[src/rtl/bitonic_loader.sv]
// bitonic_loader: gathers NUM_ELEMS words into a packed block and issues it to a sort node.
// Define BITONIC_LOADER_PAD_EN to let in_last close a short block, padding the rest with all-ones.
module bitonic_loader #(
    parameter int DATA_WIDTH  = 8,
    parameter int NUM_ELEMS   = 8,
    parameter int NODE_DWIDTH = DATA_WIDTH * NUM_ELEMS
) (
    input  logic                         clk,
    input  logic                         reset,
    input  logic                         in_valid,
    input  logic [DATA_WIDTH-1:0]        in_data,
    input  logic                         in_last,
    output logic                         in_ready,
    output logic                         valid,
    output logic [NODE_DWIDTH-1:0]       data_out,
    input  logic                         done,
    output logic                         busy,
    output logic [$clog2(NUM_ELEMS):0]   count
);
    localparam int CW = $clog2(NUM_ELEMS) + 1;
    typedef enum logic [1:0] {FILL, ISSUE, WAIT} state_t;
    state_t state, state_next;
    logic accept, full, pad;
    logic [CW-1:0] count_inc;
    assign accept    = in_valid && in_ready;
    assign count_inc = count + 1'b1;
    assign full      = count_inc == CW'(NUM_ELEMS);
`ifdef BITONIC_LOADER_PAD_EN
    assign pad = in_last && !full;
`else
    logic unused_last;
    assign unused_last = in_last;
    assign pad = 1'b0;
`endif
    always_ff @(posedge clk) begin
        if (reset) state <= FILL;
        else       state <= state_next;
    end
    always_comb begin
        state_next = state == ISSUE ? WAIT
                   : state == WAIT  ? (done ? FILL : WAIT)
                   : (accept && (full || pad)) ? ISSUE : FILL;
    end
    always_comb begin
        in_ready = state == FILL;
        valid    = state == ISSUE;
        busy     = state != FILL;
    end
    // A padded block closes with every slot above the last word forced to all-ones.
    always_ff @(posedge clk) begin
        if (reset) begin
            count    <= '0;
            data_out <= '0;
        end else if (accept) begin
            for (int i = 0; i < NUM_ELEMS; i++) begin
                if (CW'(i) == count) data_out[i*DATA_WIDTH +: DATA_WIDTH] <= in_data;
                else if (pad && CW'(i) > count) data_out[i*DATA_WIDTH +: DATA_WIDTH] <= '1;
            end
            count <= pad ? CW'(NUM_ELEMS) : count_inc;
        end else if (state == WAIT && done) begin
            count <= '0;
        end
    end
endmodule

[config.mk]
export PLATFORM = sky130hd
export DESIGN_NAME = bitonic_loader
export DESIGN_NICKNAME = d
export VERILOG_FILES = /design/src/rtl/bitonic_loader.sv
export SDC_FILE = /design/constraint.sdc
export NUM_CORES = 1
export LEC_CHECK = 0
export CORE_MARGIN = 2
export CORE_UTILIZATION = 30
export DETAILED_ROUTE_END_ITERATION = 10
export PLACE_DENSITY_LB_ADDON = 0.3
export SYNTH_ARGS = -nofsm -noshare
export SYNTH_HDL_FRONTEND = slang
export SYNTH_SLANG_ARGS = --single-unit
export TNS_END_PERCENT = 20
[constraint.sdc]
create_clock -name clk -period 4.6 [get_ports clk]
set_clock_uncertainty 0.15 [all_clocks]
set_input_delay 0.69 -clock clk [delete_from_list [all_inputs] [get_ports clk]]
set_output_delay 0.69 -clock clk [all_outputs]
set_load 0.005 [all_outputs]
==> results.cfg, run 1 <==
[status]
status = finished clean

[power]
pwr-share-comb = 0.083
p_leak_uw = 0.001739
intPower_uw = 970.4
p_sw_frac = 0.2295
clkPwrFrac = 0.420
p_per_area_nw_per_um2 = 311.2
seqPwrFrac = 0.498
p_sw_uw = 289.1
ir_drop_v = 0.0001315

[timing]
setup_violations = 0
rsz0062_at_grt = false
slew_headroom = 0.3990
final_max_slew_viol_count = 0
tns_ns = 0
hold_viol = 0
worst-slew-pin-transition_ns = 0.9006
max_clock_freq_mhz = 380.7
whs_ns = 0.3251
finalCritPeriodShare = 0.5710
fin_crit_ns = 2.627

[synth]
synth_area_leaders = dfxtp_1 48%, mux2i_1 22%, nand2b_1 15%
synth-edff-count = 0
async_reset_ff_frac = 0
syn-cell-area_um2 = 2930
syn_nets = 284
ys_warn_count = 0
synth_most_common_cell = nand2b_1
ys_types = 28
synth_top_area_frac = 0.4782
synthFlopType = dfxtp_1
synth_top_area_cell = dfxtp_1
post_synth_most_frequent_cells = 72 x nand2b_1, 70 x dfxtp_1, 65 x mux2i_1, 8 x buf_1, 8 x clkbuf_1
avgSynthCellArea_um2 = 10.97
yosysSeqAreaShare = 0.4782
ys_ff_latch = 70
synthCells = 267

[floorplanning]
ios = 84
fp.dieArea_um2 = 10570
die_h_um = 102.8
die_w_um = 102.8
fp-row-count = 36
fp.coreArea_um2 = 9639
start_util = 0.3040

[worst_setup_path]
path_class = in2reg
cp.required_ns = 4.65
r2r-end = data_out[6]
arrival_ns = 2.68
endpoint_kind = register
cp_slowest_stage_delay_ns = 0.76
cp_cell_sequence = clkdlybuf4s50_1, nor3b_4, nand3_2, mux2i_1
crit_fanout = 17
crit_path_start_kind = primary input
rrSetupSlack_ns = 2.40
cp_slowest_cell = nor3b_4
path_delay_family = simple AND/OR/NAND/NOR gates
critPathBufInv = 1
reg2reg_from = state[0]
rr_worst_depth = 3

[grt]
grt_pass1_wl_mm = 10.63
grt_pass1_vias = 2014
antenna_found_initial = 0
track_usage = 0.1348
grt_max_degree = 58
overflow = 0

[cts]
numCtsBuffers = 9
clockBufferDepth = 2
cts_resized = 0
clock-sinks = 70
cts_hold_buffers = 0
cts_tree = yes
path_clk_slew_ns = 0.07
cts.htree.levels = 3
clk_latency_ns = 0.33
post-cts-setup-buffers = 0
root_buffer = clkbuf_8

[route]
routed_wl_mm = 6.947
postRouteAntennaNets = 0
via_per_inst = 4.329
first_iter_violations = 30
drc = 0
wire_per_inst_um = 14.47
first_pass_iters = 4
vias = 2078

[place]
gp_congestion = 0.6929
hpwl_mm = 4.721
portBuffers = 82
placed_cell_area_um2 = 3830

[layout]
design.final.nets = 359
drive_gt1_frac = 0.08357
area_growth_pct = 38.13
insertedDiodeCount = 0
finalInstanceArea_um2 = 4048

[worst_hold_path]
min-delay-start = data_out[19]
holdPathStages = 2
holdPathEnd = data_out[19]
hold_class = reg2reg

[flow_run]
maxCapViolCount = 0
-- sequential cells by signal (all words and copies together), names as in the netlist --
signal    flops
data_out     64
state         2
count         4
-- per-stage QoR --
stage | utilization | setup slack (ns) | cells | total power [uW]
after CTS | 0.4199 | 1.958 | 480 | 1282
final | 0.4199 | 1.973 | 480 | 1260
after global placement | 0.3973 | 1.614 | 464 | 746.7
after floorplan | - | 2.787 | 267 | 698.9
after global routing | 0.4199 | 1.835 | 480 | 1316
after detailed placement | 0.3973 | 1.598 | 464 | 747.7
-- cell usage in the layout, fill, tap and decap left out --
master and n:
o21ai_0 1, a211oi_1 1, clkinv_4 1, a311oi_2 1, xor2_1 1, a41oi_2 1
nand3_2 4, nand3_1 2, clkdlybuf4s50_1 81, inv_6 1, mux2i_1 65, nor2_1 7
and3_1 1, nand4b_1 1, buf_4 1, nor3b_4 1, nand2_1 2, a311oi_1 1
bufinv_16 1, buf_2 1, nand3_4 3, clkinv_2 1, nand2b_1 72, nor3b_1 1
clkbuf_8 12, ha_1 4, inv_1 3, a21oi_1 2, and3_2 1, nor2b_1 2
or2b_1 1, dfxtp_1 70
-- layout make-up --
cell class / count / area [um^2]
Clock buffer: 12 / 165.2
Clock inverter: 4 / 52.55
Fill cell: 972 / 5592
Inverter: 3 / 11.26
Multi-Input combinational cell: 175 / 1428
Sequential cell: 70 / 1401
Tap cell: 133 / 166.4
Timing Repair Buffer: 83 / 823.3
-- layer usage --
layer	share of wire	routed length, um	global-route usage
met2	0.45	3117	0.2071
met5	0	0	0
met4	0.0083	58	0.04251
met1	0.49	3374	0.1816
met3	0.057	397	0.04203
-- power groups by stage --
stage | Clock, uW | Sequential, uW | Combinational, uW
2_1_floorplan | 0 | 641 | 57.7
3_3_place_gp | 0 | 641 | 106
3_5_place_dp | 0 | 641 | 107
4_1_cts | 548 | 627 | 107
5_1_grt | 572 | 629 | 115
6_report | 529 | 627 | 104
-- worst max path at each step --
stage	from	end	slack [ns]	cells past startpoint
CTS	in_valid	data_out[6]	1.96	4
floorplan	in_valid	count[3]	2.79	4
detailed placement	in_valid	data_out[0]	1.60	4
global route	in_valid	data_out[5]	1.83	4
finish	in_valid	data_out[6]	1.97	4
global placement	in_valid	data_out[1]	1.61	4
-- worst min-delay path, stage by stage (launching register included) --
cell	delay, ns
dfxtp_1	0.31
nand2b_1	0.06
mux2i_1	0.06
-- kinds of logic after synthesis --
family                     Yosys count  synth area share
muxes                               65            0.2220
DFF                                 70            0.4782
and+or+nand+nor                     98            0.2237
AOI/OAI and AO/OA                    7           0.02135
adders and majority gates            4           0.01708
xor gates and xnor gates             1          0.002989
buffers and inverters               22           0.03458
(Power assumes the default switching activity.)
==> run 2, diff against run 1 <==
clock period = 2.6 ns   (was 4.6 ns; I/O delays follow)
==> results.cfg, run 2 (synthesis gave the netlist of run 1 again) <==
[layout]
reg_top3 = data_out: 64 flops, count: 4 flops, state: 2 flops
design.final.nets = 361
mostFrequentLayoutCell = clkdlybuf4s50_1
drive_gt1_frac = 0.08596
most-common-layout-cells = 81 x clkdlybuf4s50_1, 72 x nand2b_1, 70 x dfxtp_1, 65 x mux2i_1, 10 x clkbuf_8
insertedDiodeCount = 0
fillers = 970
utilization = 0.4234
area_growth_pct = 39.28
top_register = data_out
largest_reg_flops = 64

[route]
wire_per_inst_um = 14.66
vias = 2098
via_per_inst = 4.353
postRouteAntennaNets = 0
drc = 0
first_pass_iters = 6
routed_wl_mm = 7.066
first_iter_violations = 55

[timing]
fin_crit_ns = 2.057
whs_ns = 0.3273
tns_ns = 0
max_clock_freq_mhz = 486.2
hold_viol = 0
final_max_slew_viol_count = 0
worst-slew-pin-transition_ns = 0.6988
setup_violations = 0
rsz0062_at_grt = false
slew_headroom = 0.5331
finalCritPeriodShare = 0.7910

[power]
p_leak_uw = 0.001753
p_per_area_nw_per_um2 = 557.8
ir_drop_v = 0.0002068

[grt]
met2_usage = 0.2016
grt_busiest_layer = met2
met3_usage = 0.03661
grt_pass1_wl_mm = 10.81
antenna_found_initial = 0
track_usage = 0.1380
grt_max_degree = 35
overflow = 0
use_met1 = 0.1953
grt_pass1_vias = 1997

[floorplanning]
start_util = 0.3040
die_h_um = 102.8
ios = 84
fp.dieArea_um2 = 10570
fp.coreArea_um2 = 9639
fp-row-count = 36
die_w_um = 102.8

[cts]
clock-sinks = 70
path_clk_slew_ns = 0.07
numCtsBuffers = 9
cts_tree = yes
cts_resized = 0
post-cts-setup-buffers = 0
clk_latency_ns = 0.33
cts_hold_buffers = 0
root_buffer = clkbuf_8
cts.htree.levels = 3
clockBufferDepth = 2

[flow_run]
maxCapViolCount = 0

[worst_setup_path]
crit_path_start_kind = register
crit_path_start = state[0]
cp.required_ns = 2.06
cp_cell_sequence = nor2b_1, clkdlybuf4s50_1
arrival_ns = 1.52
reg2reg_from = count[2]
rrSetupSlack_ns = 0.64
r2r-end = data_out[43]
cp_slowest_cell = clkdlybuf4s50_1
path_class = reg2out
cp_slowest_stage_delay_ns = 0.52
crit_fanout = 6
endpoint = valid
endpoint_kind = output port
rr_worst_depth = 3

[worst_hold_path]
holdPathStages = 2
hold_class = reg2reg

[place]
hpwl_mm = 4.822
portBuffers = 82
gp_congestion = 0.6835

[status]
status = finished clean
-- run 2: changes by cell type in the layout (fill, tap and decap cells not counted), sizes merged --
cell / before / now
clkbuf: 12 / 11
inv: 4 / 3
buf: 2 / 4
bufinv: 1 / 2
clkinv: 2 / 3
-- run 2: cell type report --
class,instances,area [um^2],share of cell area
Clock buffer,11,141.4,0.03464
Clock inverter,5,82.58,0.02023
Inverter,3,11.26,0.002759
Multi-Input combinational cell,175,1428,0.3498
Sequential cell,70,1401,0.3433
Tap cell,133,166.4,0.04077
Timing Repair Buffer,85,850.8,0.2085
-- run 2: power breakdown --
part / switching, uW / total [uW] / internal [uW]
Clock: 409 / 978 / 569
Combinational: 89.1 / 190 / 101
Sequential: 15.2 / 1110 / 1090
-- run 2: worst min path at each step --
stage / startpoint / end / slack (ns)
after CTS: data_out[35] / data_out[35] / 0.33
after floorplan: data_out[40] / data_out[40] / 0.31
final: data_out[42] / data_out[42] / 0.33
after detailed placement: data_out[35] / data_out[35] / 0.32
after global routing: data_out[4] / data_out[4] / 0.35
after global placement: data_out[22] / data_out[22] / 0.31
-- run 2: per-layer routing --
layer | vias to the layer above | wire (um)
met2 | 57 | 3099
met4 | 0 | 80
met1 | 993 | 3547
met3 | 7 | 338
li1 | 1041 | -
met5 | - | 0
-- run 2: through the flow --
step	setup WS [ns]	power [uW]	cells	instance area [um^2]
2_1_floorplan	1.087	1237	267	2930
3_3_place_gp	0.3989	1325	466	3857
3_5_place_dp	0.3966	1327	466	3857
4_1_cts	0.5217	2317	482	4081
5_1_grt	0.4611	2373	482	4081
6_report	0.5433	2277	482	4081
-- run 2: worst max-delay path: cells and delay by family, from the launching register on --
family	cells	cell delay, ns
simple gates	1	0.20
buf+inv	1	0.52
flops	1	0.46
==> patch 1: new RTL, config.mk and constraints of run 2 <==
Add a define of `BITONIC_LOADER_PAD_EN`.
--- a/src/rtl/bitonic_loader.sv
+++ b/src/rtl/bitonic_loader.sv
@@ -2,2 +2,4 @@
 // Define BITONIC_LOADER_PAD_EN to let in_last close a short block, padding the rest with all-ones.
+`define BITONIC_LOADER_PAD_EN
+
 module bitonic_loader #(
Formal check against the unedited RTL: not equivalent (Yosys sat finds a counterexample within 4 cycles, from zero or initial values and one cycle with reset high).
==> patch 1 against run 2 <==
Sequential cell count stayed put. Wire length is 19% higher. Setup slack got worse by 120 ps. Sequential share of layout area grew 0.19 points. Synthesized area fell by 1.8%. Hold slack better by 22 ps. Cell area fell by 0.55%. Critical path type unchanged. Critical endpoint is now in_ready. Highest routed layer unchanged.
Power is not compared: it rests on default switching activity, and its combinational part moved more than twofold at a synthesized area within 25%.
==> patch 1: results (changes against run 2) <==
first-pass GRT wire length: 13030 um (+21%)
reg2reg start: count[1]
r2r endpoint: count[1]
antenna violations before repair: 0 (unchanged)
drt total wl: 8412 um (+19%)
GR Util All Layers: 0.1651 (+0.02712)
WHS Endpoint: data_out[6]
status: finished, final reports clean
cell area after placement: 3826 um2 (-0.81%)
vias in the first global route: 2438 (+22%)
DR vias/cell: 5.004 (+15%)
crit path DAT: 1640 ps (+120 ps)
sequential area share after synthesis: 0.4872 (+0.008945)
DPL Wire Length: 5668 um (+18%)
crit-path max cell delay: 490 ps (-30 ps)
top post-synthesis cells by area: dfxtp_1, mux2i_1, nor2_1
Synthesized Nets: 310 (+9.2%)
Iteration-0 DRC Markers: 112 (+100%)
Worst Hold Path Cells: 2 (unchanged)
highest fanout seen on the critical path: 7 (+1)
drt first pass iters: 4 (-2)
Final Wtd Congestion: 0.7730 (+13%)
Routed met2 length: 4060 um (+31%)
most common library cells after synthesis: dfxtp_1, nor2_1, mux2i_1
Slew headroom: 0.6122 (+0.07905)
PortBufs: 83 (+1.2%)
Final Hold Slack: 349.1 ps (+21.80 ps)
Distinct cells, synth: 36 (+29%)
met3 Track Usage GR: 0.04309 (+0.006481)
# Post-CTS Setup Buffers: 0 (unchanged)
min-delay src: data_out[6]
GR Layer Usage met2: 0.2657 (+0.06408)
FF-to-FF setup slack: 590 ps (-50 ps)
met1 global-route usage: 0.2144 (+0.01909)
Metal-1 WL: 3903 um (+10%)
patch 1: cell types whose count changed in the layout (fill, tap and decap cells not counted), sizes merged, moves of 16 or more:
cell	delta
a21oi	+18
mux2i	-32
nand2b	-72
nor2	+31
o21ai	+28
o221ai	+16
patch 1: cells by family after synthesis:
group,after synthesis,synth area share
compound gates,87,0.2023
simple gates,71,0.1375
flops,70,0.4872
mux,33,0.1148
buf+inv,28,0.04088
fa+ha+maj,4,0.01740
patch 1: how the worst max path moves through the flow:
stage / start / end / slack (ps) / cells past startpoint
after floorplan: count[1] / data_out[10] / 640 / 6
after global placement: in_valid / data_out[54] / 330 / 6
after detailed placement: in_valid / data_out[51] / 260 / 6
after CTS: state[0] / in_ready / 400 / 3
after global routing: state[0] / in_ready / 340 / 3
final: state[0] / in_ready / 420 / 3
patch 1: per-stage QoR:
stage / std cells / total power [W] / util / setup slack, ps
finish: 505 / 0.002640 / 0.4372 / 420.6
global route: 505 / 0.002763 / 0.4372 / 342.4
CTS: 505 / 0.002675 / 0.4372 / 399.8
detailed placement: 489 / 0.001664 / 0.4121 / 260.6
global placement: 489 / 0.001653 / 0.4121 / 332.4
floorplan: 293 / 0.001418 / - / 641.3
patch 1: power breakdown:
group | leakage, nW | internal (W) | switching [W] | total (W)
combinational | 0.851 | 0.000244 | 0.000178 | 0.000422
clock | 0.116 | 0.000592 | 0.000412 | 0.00100
sequential | 0.576 | 0.00116 | 0.0000586 | 0.00121
total | 1.54 | 0.00199 | 0.000649 | 0.00264
patch 1: final cells by class:
cell class | count | area [um2]
sequential | 70 | 1401
inverter | 4 | 15.01
timing repair buffer | 91 | 890.9
clock inverter | 5 | 81.33
clock buffer | 11 | 151.4
multi-input combinational | 195 | 1358
fill | 955 | 5225
tap | 129 | 161.4
==> patch 2: new RTL, flow settings as in run 2 <==
Made on the original files. Make the reset (`reset`) asynchronous in 2 clocked blocks.
--- a/src/rtl/bitonic_loader.sv
+++ b/src/rtl/bitonic_loader.sv
@@ -34,3 +34,3 @@
 `endif
-    always_ff @(posedge clk) begin
+    always_ff @(posedge clk or posedge reset) begin
         if (reset) state <= FILL;
@@ -49,3 +49,3 @@
     // A padded block closes with every slot above the last word forced to all-ones.
-    always_ff @(posedge clk) begin
+    always_ff @(posedge clk or posedge reset) begin
         if (reset) begin
Behaviour: differs if reset is asserted again (counterexample within 4 cycles, from zero or initial values and one cycle with reset high); with reset held inactive, the same outputs for 10 cycles.
==> patch 2 against run 2 <==
Critical path type unchanged. Sequential share of layout area is 8.3 points higher. Synthesized area shrank 3.0%. Setup slack lost 100 ps. Die area fell by 2.9%. Cell area is 0.77% higher. Sequential cell count is the same. Wire length down 5.0%.
Power is not compared: it rests on default switching activity, and its combinational part moved more than twofold at a synthesized area within 25%.
==> patch 2: results (changes against run 2) <==
status: finished, final reports clean
share of cells above drive strength 1: 0.3299 (+0.2439)
Slew headroom: 0.7035 (+0.1704)
top sig layer: met4
CTS buffer count: 9 (unchanged)
Crit path max-delay family: buffers and inverters
sequential area share after synthesis: 0.6165 (+0.1382)
P_comb: 0.00207 W
vias in the first global route: 1912 (-4.3%)
Worst-path clk slew: 70 ps (about the same)
CP max stage cell: clkdlybuf4s50_1
HP Class: primary input to async pin
crit-path max cell delay: 510 ps
Iteration-0 DRC Markers: 38 (-31%)
Max clock buf depth: 2 (unchanged)
top flop regs: data_out x64, count x4, state x2
clk_lat worst skew: 340 ps
first-pass GRT wire length: 10790 um (-0.19%)
Antenna Diode Count: 0 (unchanged)
cell area after placement: 3865 um2 (+0.19%)
most common library cells after synthesis: dfrtp_1, mux2_2, inv_1
clk root buf: clkbuf_8
DR vias/cell: 4.744 (+9.0%)
highest fanout seen on the critical path: 8 (+2)
top post-synthesis cells by area: dfrtp_1, mux2_2, ha_1
Distinct cells, synth: 30 (+7.1%)
met3 WL post-DR: 358 um (+5.9%)
Metal-1 WL: 3089 um (-13%)
DPL Wire Length: 4596 um (-4.7%)
Flop+latch power: 0.00195 W
Synth warnings: 0 (unchanged)
most common cell in the netlist: dfrtp_1
pin count of the biggest net entering global routing: 71 (+100%)
asr flop ratio synth: 1.000 (+1.000)
met3 Track Usage GR: 0.04969 (+0.01308)
drt total wl: 6715 um (-5.0%)
post-CTS sizing: 0 (unchanged)
drt first pass iters: 4 (-2)
leakage power: 1.784 nW
GR Util All Layers: 0.1424 (+0.004446)
Max VDD drop: 0.4271 mV
nets: 301 (-17%)
met1 global-route usage: 0.1915 (-0.003836)
Synthesized Nets: 202 (-29%)
Net Sw Frac: 0.2735
antenna violations before repair: 0 (unchanged)
Main synth FF type: dfrtp_1
H-tree depth: 3 (unchanged)
Routed met2 length: 3100 um (about the same)
GR Layer Usage met2: 0.2053 (+0.003689)
# Post-CTS Setup Buffers: 0 (unchanged)
Final Wtd Congestion: 0.8099 (+18%)
FF-to-FF setup slack: 620 ps (-20 ps)
PortBufs: 82 (unchanged)
patch 2: cell count changes after synthesis, moves of 3 or more:
cell | run 2 | this run
nand3_4 | 3 | 0
dfrtp_1 | 0 | 70
mux2_2 | 0 | 63
mux2i_1 | 65 | 1
nand2b_1 | 72 | 1
clkbuf_1 | 8 | 1
nor2_1 | 7 | 3
dfxtp_1 | 70 | 0
inv_1 | 3 | 7
buf_1 | 8 | 0
patch 2: worst paths after layout:
| check | start | to | cells past startpoint |
|---|---|---|---|
| worst min-delay path | reset | count[2] | 3 |
| worst max register to register | state[1] | data_out[37] | 4 |
| worst min register to register | data_out[11] | data_out[11] | 1 |
| worst max-delay path | state[0] | valid | 3 |
| max in group asynchronous | reset | data_out[45] | 3 |
| min in group clk | data_out[11] | data_out[11] | 1 |
patch 2: per-stage QoR:
step	worst slack (ps)	hold WS [ps]	total power [W]	cells	utilization
floorplan	291.8	338.9	0.002749	184	-
global placement	125.4	328.8	0.004033	383	0.4203
detailed placement	88.68	338.7	0.004079	383	0.4203
CTS	419.1	307.0	0.005177	399	0.4472
global route	323.1	323.5	0.005448	399	0.4472
finish	442.1	303.5	0.005102	399	0.4472
patch 2: final cells by class:
class,instances,area [um2]
clock buffer,11,141.4
clock inverter,5,106.4
fill,871,5084
inverter,7,26.28
multi-input combinational,104,1047
sequential,70,1752
tap,111,138.9
timing repair buffer,91,900.9
patch 2: kinds of logic after synthesis:
family                     after synthesis  synth area share
AOI/OAI and AO/OA                        7           0.01893
DFF                                     70            0.6165
muxes                                   65            0.2572
adders and majority gates                5           0.02202
xor gates and xnor gates                 2          0.006166
and+or+nand+nor                         25           0.06429
buffers and inverters                   10           0.01497
